==> src/rtl/cr_kme_fifo_v2_pkg.sv <==
// rtl/cr_kme_fifo_v2_pkg.sv - shared types and elaboration helpers for the KME FIFO
package cr_kme_fifo_pkg;

    typedef enum logic {
        RUN   = 1'b0,
        STALL = 1'b1
    } stall_state_e;

    function automatic int count_width(input int depth);
        return $clog2(depth + 1);
    endfunction

    function automatic bit params_legal(input int depth, input int stall_at, input int resume_at);
        return (depth >= 2) && (stall_at >= 0) && (stall_at < resume_at) && (resume_at <= depth);
    endfunction

endpackage

==> src/rtl/cr_kme_fifo_v2_if.sv <==
// rtl/cr_kme_fifo_v2_if.sv - producer/consumer handshake bundle of the KME FIFO
interface cr_kme_fifo_v2_if #(
    parameter int DATA_SIZE = 71
) ();

    logic [DATA_SIZE-1:0] fifo_in;
    logic                 fifo_in_valid;
    logic                 fifo_in_stall;
    logic [DATA_SIZE-1:0] fifo_out;
    logic                 fifo_out_valid;
    logic                 fifo_out_ack;

    modport master (
        output fifo_in,
        output fifo_in_valid,
        input  fifo_in_stall,
        input  fifo_out,
        input  fifo_out_valid,
        output fifo_out_ack
    );

    modport slave (
        input  fifo_in,
        input  fifo_in_valid,
        output fifo_in_stall,
        output fifo_out,
        output fifo_out_valid,
        input  fifo_out_ack
    );

endinterface

==> src/rtl/cr_kme_fifo_v2_ram.sv <==
// rtl/cr_kme_fifo_v2_ram.sv - FIFO storage array, one write port and one async read port
module cr_kme_fifo_ram #(
    parameter int DATA_SIZE  = 71,
    parameter int FIFO_DEPTH = 4,
    parameter int AW         = $clog2(FIFO_DEPTH)
) (
    input  logic                 clk,
    input  logic                 wr_en_i,
    input  logic [AW-1:0]        wr_addr_i,
    input  logic [DATA_SIZE-1:0] wr_data_i,
    input  logic [AW-1:0]        rd_addr_i,
    output logic [DATA_SIZE-1:0] rd_data_o
);

    logic [DATA_SIZE-1:0] mem_q [FIFO_DEPTH];

    // Storage carries no reset; validity is tracked entirely by the pointers and count.
    always_ff @(posedge clk) begin
        if (wr_en_i) begin
            mem_q[wr_addr_i] <= wr_data_i;
        end
    end

    assign rd_data_o = mem_q[rd_addr_i];

endmodule

==> src/rtl/cr_kme_fifo_v2.sv <==
// rtl/cr_kme_fifo_v2.sv - KME FIFO with stall hysteresis; CR_KME_FIFO_OUT_REG_EN adds a head flop stage
module cr_kme_fifo_v2
    import cr_kme_fifo_pkg::*;
#(
    parameter int DATA_SIZE   = 71,
    parameter int FIFO_DEPTH  = 4,
    parameter int STALL_AT    = 1,
    parameter int RESUME_AT   = 2,
    parameter bit OVERRIDE_EN = 1'b0
) (
    input  logic                                clk,
    input  logic                                rst_n,
    cr_kme_fifo_v2_if.slave                     fifo_if,
    input  logic                                fifo_in_stall_override_i,
    input  logic                                fifo_clear_i,
    output logic [count_width(FIFO_DEPTH)-1:0]  fifo_used_o,
    output logic                                fifo_overflow_o,
    output logic                                fifo_underflow_o
);

    localparam int CW = count_width(FIFO_DEPTH);
    localparam int AW = $clog2(FIFO_DEPTH);

    typedef logic [CW-1:0] cnt_t;
    typedef logic [AW-1:0] ptr_t;

    if (!params_legal(FIFO_DEPTH, STALL_AT, RESUME_AT)) begin : g_bad_params
        $error("cr_kme_fifo_v2: illegal FIFO_DEPTH/STALL_AT/RESUME_AT combination");
    end

    // Explicit wrap so non-power-of-2 depths never address past the last entry.
    function automatic ptr_t ptr_inc(input ptr_t p);
        return (p == ptr_t'(FIFO_DEPTH - 1)) ? '0 : p + ptr_t'(1);
    endfunction

    ptr_t                 wr_ptr_q, wr_ptr_d;
    ptr_t                 rd_ptr_q, rd_ptr_d;
    cnt_t                 used_q, used_d;
    cnt_t                 free_next;
    stall_state_e         state_q, state_d;
    logic                 overflow_q, overflow_d;
    logic                 underflow_q, underflow_d;
    logic                 out_valid;
    logic                 rd_fire;
    logic                 wr_fire;
    logic                 ram_rd_en;
    logic [DATA_SIZE-1:0] ram_rd_data;

    cr_kme_fifo_ram #(
        .DATA_SIZE  (DATA_SIZE),
        .FIFO_DEPTH (FIFO_DEPTH),
        .AW         (AW)
    ) u_ram (
        .clk       (clk),
        .wr_en_i   (wr_fire && !fifo_clear_i),
        .wr_addr_i (wr_ptr_q),
        .wr_data_i (fifo_if.fifo_in),
        .rd_addr_i (rd_ptr_q),
        .rd_data_o (ram_rd_data)
    );

`ifdef CR_KME_FIFO_OUT_REG_EN
    logic                 head_valid_q, head_valid_d;
    logic [DATA_SIZE-1:0] head_q, head_d;
    cnt_t                 ram_used;

    // The head flop is one of the FIFO_DEPTH entries; storage holds the rest.
    assign ram_used  = used_q - cnt_t'(head_valid_q);
    assign out_valid = head_valid_q;
    assign ram_rd_en = (ram_used != '0) && (!head_valid_q || rd_fire);

    always_comb begin
        head_valid_d = head_valid_q;
        head_d       = head_q;
        if (ram_rd_en) begin
            head_valid_d = 1'b1;
            head_d       = ram_rd_data;
        end else if (rd_fire) begin
            head_valid_d = 1'b0;
        end
        if (fifo_clear_i) begin
            head_valid_d = 1'b0;
        end
    end

    always_ff @(posedge clk) begin
        if (!rst_n) begin
            head_valid_q <= 1'b0;
            head_q       <= '0;
        end else begin
            head_valid_q <= head_valid_d;
            head_q       <= head_d;
        end
    end

    assign fifo_if.fifo_out = head_q;
`else
    assign out_valid        = (used_q != '0);
    assign ram_rd_en        = rd_fire;
    assign fifo_if.fifo_out = out_valid ? ram_rd_data : '0;
`endif

    assign rd_fire = out_valid && fifo_if.fifo_out_ack;
    assign wr_fire = fifo_if.fifo_in_valid && ((used_q != cnt_t'(FIFO_DEPTH)) || rd_fire);

    always_comb begin
        wr_ptr_d    = wr_ptr_q;
        rd_ptr_d    = rd_ptr_q;
        used_d      = used_q;
        overflow_d  = fifo_if.fifo_in_valid && !wr_fire;
        underflow_d = fifo_if.fifo_out_ack && !out_valid;
        if (wr_fire) begin
            wr_ptr_d = ptr_inc(wr_ptr_q);
        end
        if (ram_rd_en) begin
            rd_ptr_d = ptr_inc(rd_ptr_q);
        end
        if (wr_fire && !rd_fire) begin
            used_d = used_q + cnt_t'(1);
        end else if (!wr_fire && rd_fire) begin
            used_d = used_q - cnt_t'(1);
        end
        if (fifo_clear_i) begin
            wr_ptr_d    = '0;
            rd_ptr_d    = '0;
            used_d      = '0;
            overflow_d  = 1'b0;
            underflow_d = 1'b0;
        end
    end

    // Hysteresis looks at the free slots that will exist after this edge.
    always_comb begin
        state_d   = state_q;
        free_next = cnt_t'(FIFO_DEPTH) - used_d;
        case (state_q)
            RUN:     if (free_next <= cnt_t'(STALL_AT))  state_d = STALL;
            STALL:   if (free_next >= cnt_t'(RESUME_AT)) state_d = RUN;
            default: state_d = RUN;
        endcase
        if (fifo_clear_i) begin
            state_d = RUN;
        end
    end

    always_ff @(posedge clk) begin
        if (!rst_n) begin
            wr_ptr_q    <= '0;
            rd_ptr_q    <= '0;
            used_q      <= '0;
            state_q     <= RUN;
            overflow_q  <= 1'b0;
            underflow_q <= 1'b0;
        end else begin
            wr_ptr_q    <= wr_ptr_d;
            rd_ptr_q    <= rd_ptr_d;
            used_q      <= used_d;
            state_q     <= state_d;
            overflow_q  <= overflow_d;
            underflow_q <= underflow_d;
        end
    end

    assign fifo_if.fifo_out_valid = out_valid;
    assign fifo_if.fifo_in_stall  = (state_q == STALL) && !(OVERRIDE_EN && fifo_in_stall_override_i);
    assign fifo_used_o            = used_q;
    assign fifo_overflow_o        = overflow_q;
    assign fifo_underflow_o       = underflow_q;

endmodule
==> src/flat_wrapper.sv <==
// flat-port wrapper written by rule: the top's interface ports become plain ports
module cr_kme_fifo_v2_flat import cr_kme_fifo_pkg::*;
#(
    parameter int DATA_SIZE   = 71,
    parameter int FIFO_DEPTH  = 4,
    parameter int STALL_AT    = 1,
    parameter int RESUME_AT   = 2,
    parameter bit OVERRIDE_EN = 1'b0
)
  (clk, rst_n, fifo_in_stall_override_i, fifo_clear_i, fifo_used_o, fifo_overflow_o, fifo_underflow_o, fifo_if_fifo_in, fifo_if_fifo_in_valid, fifo_if_fifo_in_stall, fifo_if_fifo_out, fifo_if_fifo_out_valid, fifo_if_fifo_out_ack);
  cr_kme_fifo_v2_if #(.DATA_SIZE(DATA_SIZE)) fifo_if_i ();
  input  logic clk;
  input  logic rst_n;
  input  logic fifo_in_stall_override_i;
  input  logic fifo_clear_i;
  output logic [count_width(FIFO_DEPTH)-1:0] fifo_used_o;
  output logic fifo_overflow_o;
  output logic fifo_underflow_o;
  input wire logic [$bits(fifo_if_i.fifo_in)-1:0] fifo_if_fifo_in;
  input wire logic [$bits(fifo_if_i.fifo_in_valid)-1:0] fifo_if_fifo_in_valid;
  output wire logic [$bits(fifo_if_i.fifo_in_stall)-1:0] fifo_if_fifo_in_stall;
  output wire logic [$bits(fifo_if_i.fifo_out)-1:0] fifo_if_fifo_out;
  output wire logic [$bits(fifo_if_i.fifo_out_valid)-1:0] fifo_if_fifo_out_valid;
  input wire logic [$bits(fifo_if_i.fifo_out_ack)-1:0] fifo_if_fifo_out_ack;
  assign fifo_if_i.fifo_in = fifo_if_fifo_in;
  assign fifo_if_i.fifo_in_valid = fifo_if_fifo_in_valid;
  assign fifo_if_fifo_in_stall = fifo_if_i.fifo_in_stall;
  assign fifo_if_fifo_out = fifo_if_i.fifo_out;
  assign fifo_if_fifo_out_valid = fifo_if_i.fifo_out_valid;
  assign fifo_if_i.fifo_out_ack = fifo_if_fifo_out_ack;
  cr_kme_fifo_v2 #(.DATA_SIZE(DATA_SIZE), .FIFO_DEPTH(FIFO_DEPTH), .STALL_AT(STALL_AT), .RESUME_AT(RESUME_AT), .OVERRIDE_EN(OVERRIDE_EN)) u_core (.clk(clk), .rst_n(rst_n), .fifo_if(fifo_if_i), .fifo_in_stall_override_i(fifo_in_stall_override_i), .fifo_clear_i(fifo_clear_i), .fifo_used_o(fifo_used_o), .fifo_overflow_o(fifo_overflow_o), .fifo_underflow_o(fifo_underflow_o));
endmodule
==> config.mk <==
export PLATFORM = sky130hd
export DESIGN_NAME = cr_kme_fifo_v2_flat
export DESIGN_NICKNAME = d
export VERILOG_FILES = /design/src/rtl/cr_kme_fifo_v2_pkg.sv /design/src/rtl/cr_kme_fifo_v2_if.sv /design/src/rtl/cr_kme_fifo_v2_ram.sv /design/src/rtl/cr_kme_fifo_v2.sv /design/src/flat_wrapper.sv
export SDC_FILE = /design/constraint.sdc
export NUM_CORES = 1
export LEC_CHECK = 0
export ABC_AREA = 0
export BUFFER_PORTS_ARGS = -buffer_cell sky130_fd_sc_hd__buf_4
export CAP_MARGIN = 25
export CORE_MARGIN = 3
export CORE_UTILIZATION = 50
export CTS_CLUSTER_DIAMETER = 30
export DETAILED_ROUTE_END_ITERATION = 10
export MAX_ROUTING_LAYER = met4
export PLACE_DENSITY = 0.71
export SLEW_MARGIN = 5
export SYNTH_ARGS = -nofsm -noshare
export SYNTH_HDL_FRONTEND = slang
export SYNTH_SLANG_ARGS = --single-unit
==> constraint.sdc <==
create_clock -name clk -period 5.26 [get_ports clk]
set_input_delay 1.052 -clock clk [delete_from_list [all_inputs] [get_ports clk]]
set_output_delay 1.052 -clock clk [all_outputs]
set_load 0.1 [all_outputs]
==> metrics, run 1 <==
outcome=complete, no violations; unrepaired setup endpoints after global routing=no; Tot Pwr=6.44 mW; Total GRT Usage=19.2%; unique cell type count in the Yosys netlist=35; syn nets=627; Max Fclk=259 MHz; grt total ovfl=0; Synth Warn #=0; NumNets Final=812; Synth top cells by count=edfxtp_1, and2_1, mux4_2; most used standard cell by instance count after synthesis=edfxtp_1; clock root buffer=clkbuf_16; Final Skew=14.1 ps; via count=5739; first-pass GRT wire length=35000 µm; Finished Layout Cells=1045; Tcrit/Tclk final=73.4%; clk_lat worst skew=530 ps; worst slew pin tran=741 ps; Inst Count DP=953; post-layout util=66.4%; Worst VDD drop=0.000290 V; Core Box Area=0.0222 mm²; max_cap viols=0; FF+latch count, synth=296; post-DP HPWL=12900 µm; Worst Path Max Fanout=31; synth top area cells=edfxtp_1, mux4_2, and2_1; worst r2r src=u_core.fifo_used_o[1]$_SDFF_PN0_; CP Launch Type=flip-flop; Setup crit start=u_core.fifo_used_o[1]$_SDFF_PN0_; Fill cells=1478; Row Count=54; Clock transition at path regs=50 ps; final hold slack=471 ps; Routed Wire Length=22200 µm; Worst EP required=4210 ps; largest net degree at the start of global routing=52; routed length per placed instance=21.3 µm; Finish-stage setup viols=0; predominant post-synthesis flop cell=edfxtp_1; Post-CTS Setup Repair Bufs=0; share of layout cells above drive strength 1=42.9%; clock sink count=296; DRC viols=0; worst hold path class=flip-flop to flip-flop; fraction of registers with async set/reset=0%; Cells after Synth=539; Avg Cell Area, Syn=21.3 µm²; Setup TNS=0 ps; final hold vios=0; I/O pin cnt=155; WP data arrival=2810 ps; cts bufs inserted=49; number of diodes=0; sequential-to-total area share from yosys stat=76.5%; maximum root-to-sink buffer count=3; Slew Limit Headroom=50.6%; TritonCTS clock tree=yes; full die area=0.0248 mm²; drt pass-1 iters=4; Synth-to-Final Area Change=28.3%; CP Capture Type=output port; vias per std cell=5.49; Worst Path Class, Setup=flip-flop to output port; gpl congestion=0.727; Final min period=3860 ps; Lkg Pwr=5.14 nW; min-delay src=u_core.rd_ptr_q[1]$_SDFFE_PP0N_; Die H=157 µm; Slew Limit Fails=0; Die X=157 µm; Post-CTS Resized=0; Yosys top cell area share=74.4%; cell type with the largest total area after synthesis=edfxtp_1; Syn Std Cell Area=0.0115 mm²; CTS Hold Bufs=0; Initial DRC Count=385; Post-synth EDFFs=284; PD cells=438 mW/mm²; number of global-route vias before repair=6452; effective utilization at floorplan=51.7%; initial antenna violation count=0; H-tree depth=2; Detail Route Antenna Nets=0; PortBufs=153
-- registers in the layout, indices dropped and copies added (netlist names), named ones only --
signal                        flops
u_core.u_ram.mem_q              284
u_core.wr_ptr_q                   2
u_core.fifo_used_o                3
u_core.fifo_underflow_o           1
u_core.rd_ptr_q                   2
u_core.fifo_if.fifo_in_stall      1
u_core.fifo_overflow_o            1
-- logic make-up after synthesis --
logic type | synth area share [%]
adders and majority gates | 1.20
buffers and inverters | 1.32
DFF | 76.5
muxes | 14.0
AOI/OAI and AO/OA | 1.09
xor gates and xnor gates | 0.229
and+or+nand+nor | 5.66
-- routing by layer --
metal | track usage, % | up-vias | part of all wire, %
met4 | 6.16 | 0 | 1.9
met1 | 23.9 | 2923 | 41
met2 | 30.6 | 211 | 49
met3 | 5.75 | 44 | 8.0
li1 | - | 2561 | -
met5 | - | - | 0
-- power by group --
| group | total (mW) | switching [mW] | internal [mW] |
|---|---|---|---|
| Combinational | 0.650 | 0.473 | 0.177 |
| Sequential | 2.64 | 0.0163 | 2.63 |
| Clock | 3.14 | 1.10 | 2.05 |
| Total | 6.44 | 1.59 | 4.85 |
-- final timing paths --
| path | endpoint | slack, ps | cells past startpoint |
|---|---|---|---|
| max | fifo_if_fifo_out[42] | 1400 | 7 |
| min reg2reg | flip-flop | 470 | 2 |
| min | flip-flop | 470 | 2 |
| max reg2reg | u_core.fifo_if.fifo_in_stall$_SDFF_PP0_ | 2310 | 10 |
-- per-stage QoR --
stage	area, µm²	worst slack [ps]
6_report	14700	1400
2_1_floorplan	11500	669
3_3_place_gp	12900	1690
3_5_place_dp	13000	1880
5_1_grt	14700	1190
4_1_cts	14700	1320
-- worst max-delay path, stage by stage, from the launching register on --
cell and delay, ps:
dfxtp_1 410, inv_1 120, ha_1 320, nand2b_2 410, buf_12 250, buf_4 280
and2_1 190, buf_4 290
-- cell type report --
cell class	count	area (µm²)	share of cell area, %
sequential	296	8780	59.6
tap	280	350	2.38
multi-input combinational	210	2560	17.4
clock buffer	60	1310	8.90
inverter	6	22.5	0.153
clock inverter	32	362	2.46
timing repair buffer	161	1330	9.06
-- placed cells by master (no fill, tap or decap), drive strengths merged, types with 2 or more instances in the layout --
cell and n:
edfxtp 284, buf 161, and2 76, mux4 71, clkbuf 60, inv 16, dfxtp 12, clkinv 12
ha 11, nor2 7, a21oi 5, bufinv 5, clkinvlp 5, nand2 4, o21ai 4, nor2b 4
nor3 4, nand2b 4, xnor2 3, nand3 2
Note: power is estimated with default switching activity, not from simulation.
==> run 2: changes to the inputs <==
--- a/config.mk
+++ b/config.mk
@@ -5,7 +5,7 @@
 export SDC_FILE = /design/constraint.sdc
 export NUM_CORES = 1
 export LEC_CHECK = 0
-export ABC_AREA = 0
+export ABC_AREA = 1
 export BUFFER_PORTS_ARGS = -buffer_cell sky130_fd_sc_hd__buf_4
 export CAP_MARGIN = 25
 export CORE_MARGIN = 3
==> constraint.sdc (replaced) <==
create_clock -name clk -period 3.6 [get_ports clk]
set_input_delay 0.72 -clock clk [delete_from_list [all_inputs] [get_ports clk]]
set_output_delay 0.72 -clock clk [all_outputs]
set_load 0.1 [all_outputs]
==> run 2 against run 1 <==
  * Worst hold slack lost 81 ps
  * Sequential power grew 47%
  * Critical path depth is the same
  * Critical path type unchanged
  * Critical endpoint is now fifo_if_fifo_out[18]
==> metrics, run 2 <==
Worst EP required=2880 ps (was 4210 ps); Final Skew=11.0 ps (was 14.1 ps); Lkg Pwr=5.47 nW (was 5.14 nW); worst r2r src=u_core.fifo_used_o[0]$_SDFF_PN0_ (was u_core.fifo_used_o[1]$_SDFF_PN0_); first-pass GRT wire length=39800 µm (was 35000 µm); Synth Warn #=0 (unchanged); number of global-route vias before repair=7647 (was 6452); post-layout util=66.3% (was 66.4%); PD cells=633 mW/mm² (was 438 mW/mm²); synth top area cells=edfxtp_1, nor2_1, o21ai_0 (was edfxtp_1, mux4_2, and2_1); Yosys top cell area share=72.8% (was 74.4%); fraction of registers with async set/reset=0% (unchanged); clock sink count=296 (unchanged); predominant post-synthesis flop cell=edfxtp_1 (unchanged); Initial DRC Count=490 (was 385); Finish-stage setup viols=0 (unchanged); CTS Hold Bufs=0 (unchanged); Routed Wire Length=25300 µm (was 22200 µm); slowest cell on the critical path=buf_4 (was dfxtp_1); clock root buffer=clkbuf_16 (unchanged); post-DP HPWL=13500 µm (was 12900 µm); NumNets Final=1193 (was 812); Top reg by flops=u_core.u_ram.mem_q (unchanged); Max Fclk=313 MHz; Setup crit start=u_core.fifo_used_o[0]$_SDFF_PN0_ (was u_core.fifo_used_o[1]$_SDFF_PN0_); max FFs per register=284 (unchanged); Synth top cells by count=nor2_1, edfxtp_1, o21ai_0 (was edfxtp_1, and2_1, mux4_2); largest net degree at the start of global routing=143 (was 52); highest-count cells in the layout ignoring fill and taps=nor2_1, edfxtp_1, buf_4, o21ai_0, a21oi_2 (was edfxtp_1, buf_4, and2_1, mux4_2, clkbuf_16); H-tree depth=2 (unchanged); number of diodes=0 (unchanged); Worst VDD drop=0.000420 V (was 0.000290 V); cell type with the largest total area after synthesis=edfxtp_1 (unchanged); initial antenna violation count=0 (unchanged); final hold vios=0 (unchanged); cts bufs inserted=50 (was 49); Inst Count DP=1366 (was 953); max_cap viols=0 (unchanged); clk_lat worst skew=530 ps (about the same); final hold slack=391 ps (was 471 ps); Slew Limit Headroom=36.7% (was 50.6%); worst path cell trace=inv_1, ha_1, inv_1, nor2_4, buf_4, a21oi_2, buf_4 (was inv_1, ha_1, nand2b_2, buf_12, buf_4, and2_1, buf_4); Clock transition at path regs=50 ps (about the same); vias per std cell=5.21 (was 5.49); TritonCTS clock tree=yes (unchanged); Total GRT Usage=20.4% (was 19.2%); CP Capture Type=output port (unchanged); Avg Cell Area, Syn=12.5 µm² (was 21.3 µm²); gpl congestion=0.794 (was 0.727); reg2reg end=u_core.u_ram.mem_q[3][17]$_DFFE_PP_ (was u_core.fifo_if.fifo_in_stall$_SDFF_PP0_); grt total ovfl=0 (unchanged); Finished Layout Cells=1459 (was 1045); drt pass-1 iters=5 (was 4); routed length per placed instance=17.3 µm (was 21.3 µm); crit path to=fifo_if_fifo_out[18] (was fifo_if_fifo_out[42]); unrepaired setup endpoints after global routing=no (unchanged); Synth-to-Final Area Change=29.4% (was 28.3%); Syn Std Cell Area=0.0117 mm² (was 0.0115 mm²); outcome=complete, no violations (unchanged); Cells after Synth=938 (was 539); most used standard cell by instance count after synthesis=nor2_1 (was edfxtp_1); unique cell type count in the Yosys netlist=31 (was 35); maximum root-to-sink buffer count=3 (unchanged); WP data arrival=2470 ps (was 2810 ps); Worst Path Max Fanout=35 (was 31); worst hold path class=primary input to flip-flop (was flip-flop to flip-flop); Detail Route Antenna Nets=0 (unchanged); via count=7607 (was 5739); Tcrit/Tclk final=88.7%; Setup TNS=0 ps (unchanged); FF+latch count, synth=296 (unchanged); Core Box Area=0.0228 mm² (was 0.0222 mm²); share of layout cells above drive strength 1=30.3% (was 42.9%); worst slew pin tran=949 ps (was 741 ps); Post-CTS Setup Repair Bufs=0 (unchanged); DRC viols=0 (unchanged); Row Count=55 (was 54); PortBufs=153 (unchanged); Die H=159 µm (was 157 µm); I/O pin cnt=155 (unchanged); Die X=159 µm (was 157 µm); Critical Path Max Stage Delay=550 ps (was 410 ps); most common cell after layout, fill and taps aside=nor2_1 (was edfxtp_1); effective utilization at floorplan=51.2% (was 51.7%); Worst Path Class, Setup=flip-flop to output port (unchanged); CP Launch Type=flip-flop (unchanged); Post-CTS Resized=0 (unchanged); Post-synth EDFFs=284 (unchanged); r2r worst-path depth=8 (was 10); worst reg2reg setup slack=1120 ps (was 2310 ps); Slew Limit Fails=0 (unchanged); sequential-to-total area share from yosys stat=74.9% (was 76.5%); syn nets=1026 (was 627); Final min period=3190 ps; full die area=0.0253 mm² (was 0.0248 mm²)
## run 2: cell type report
cell class                 instances  area, µm²
sequential                       296       8780
fill                            1663       7700
multi-input combinational        564       2890
clock buffer                      58       1320
timing repair buffer             169       1320
tap                              313        392
clock inverter                    35        349
inverter                          24       98.8
## run 2: metal layers
layer,part of all wire (%),up-vias,global-route usage (%)
met5,0,-,-
met4,2.5,0,7.24
met3,5.8,58,3.95
met1,42,3673,25.5
met2,50,223,33.6
li1,-,3653,-
## run 2: worst min-delay path by stage
| stage | slack [ps] | end | start | depth (start not counted) |
|---|---|---|---|---|
| 2_1_floorplan | 460 | flip-flop | u_core.rd_ptr_q[1]$_SDFFE_PP0N_ | 2 |
| 3_3_place_gp | 470 | flip-flop | u_core.rd_ptr_q[1]$_SDFFE_PP0N_ | 2 |
| 3_5_place_dp | 470 | flip-flop | u_core.rd_ptr_q[1]$_SDFFE_PP0N_ | 2 |
| 4_1_cts | 370 | u_core.u_ram.mem_q[2][49]$_DFFE_PP_ | fifo_if_fifo_in[49] | 1 |
| 5_1_grt | 370 | u_core.u_ram.mem_q[0][40]$_DFFE_PP_ | fifo_if_fifo_in[40] | 1 |
| 6_report | 390 | u_core.u_ram.mem_q[3][54]$_DFFE_PP_ | fifo_if_fifo_in[54] | 1 |
## run 2: power breakdown
part	switching [mW]	internal (mW)
Combinational	0.906	0.253
Clock	1.56	2.99
Sequential	0.0187	3.85
Total	2.48	7.10
## run 2: per-stage QoR
step / instance area, µm² / power [mW] / setup WS (ps)
final: 15100 / 9.58 / 407
after global routing: 15100 / 9.91 / 284
after CTS: 15100 / 9.66 / 394
after detailed placement: 13500 / 5.10 / 975
after global placement: 13500 / 5.09 / 971
after floorplan: 12000 / 4.80 / -536
## run 2: critical path: cells and delay by family, from the launching register on
family	cells	cell delay (ps)
and+or+nand+nor	1	120
AOI/OAI and AO/OA	1	90
DFF	1	350
buffers and inverters	4	1040
adders and majority gates	1	280
## run 2: cells by family (layout without fill, tap and decap cells)
logic type | after synthesis | count (layout) | share of synthesized area, %
adders and majority gates | 11 | 11 | 1.18
AOI/OAI and AO/OA | 224 | 224 | 9.75
DFF | 296 | 296 | 74.9
buffers and inverters | 78 | 286 | 3.04
and+or+nand+nor | 327 | 327 | 11.0
xor gates and xnor gates | 2 | 2 | 0.150
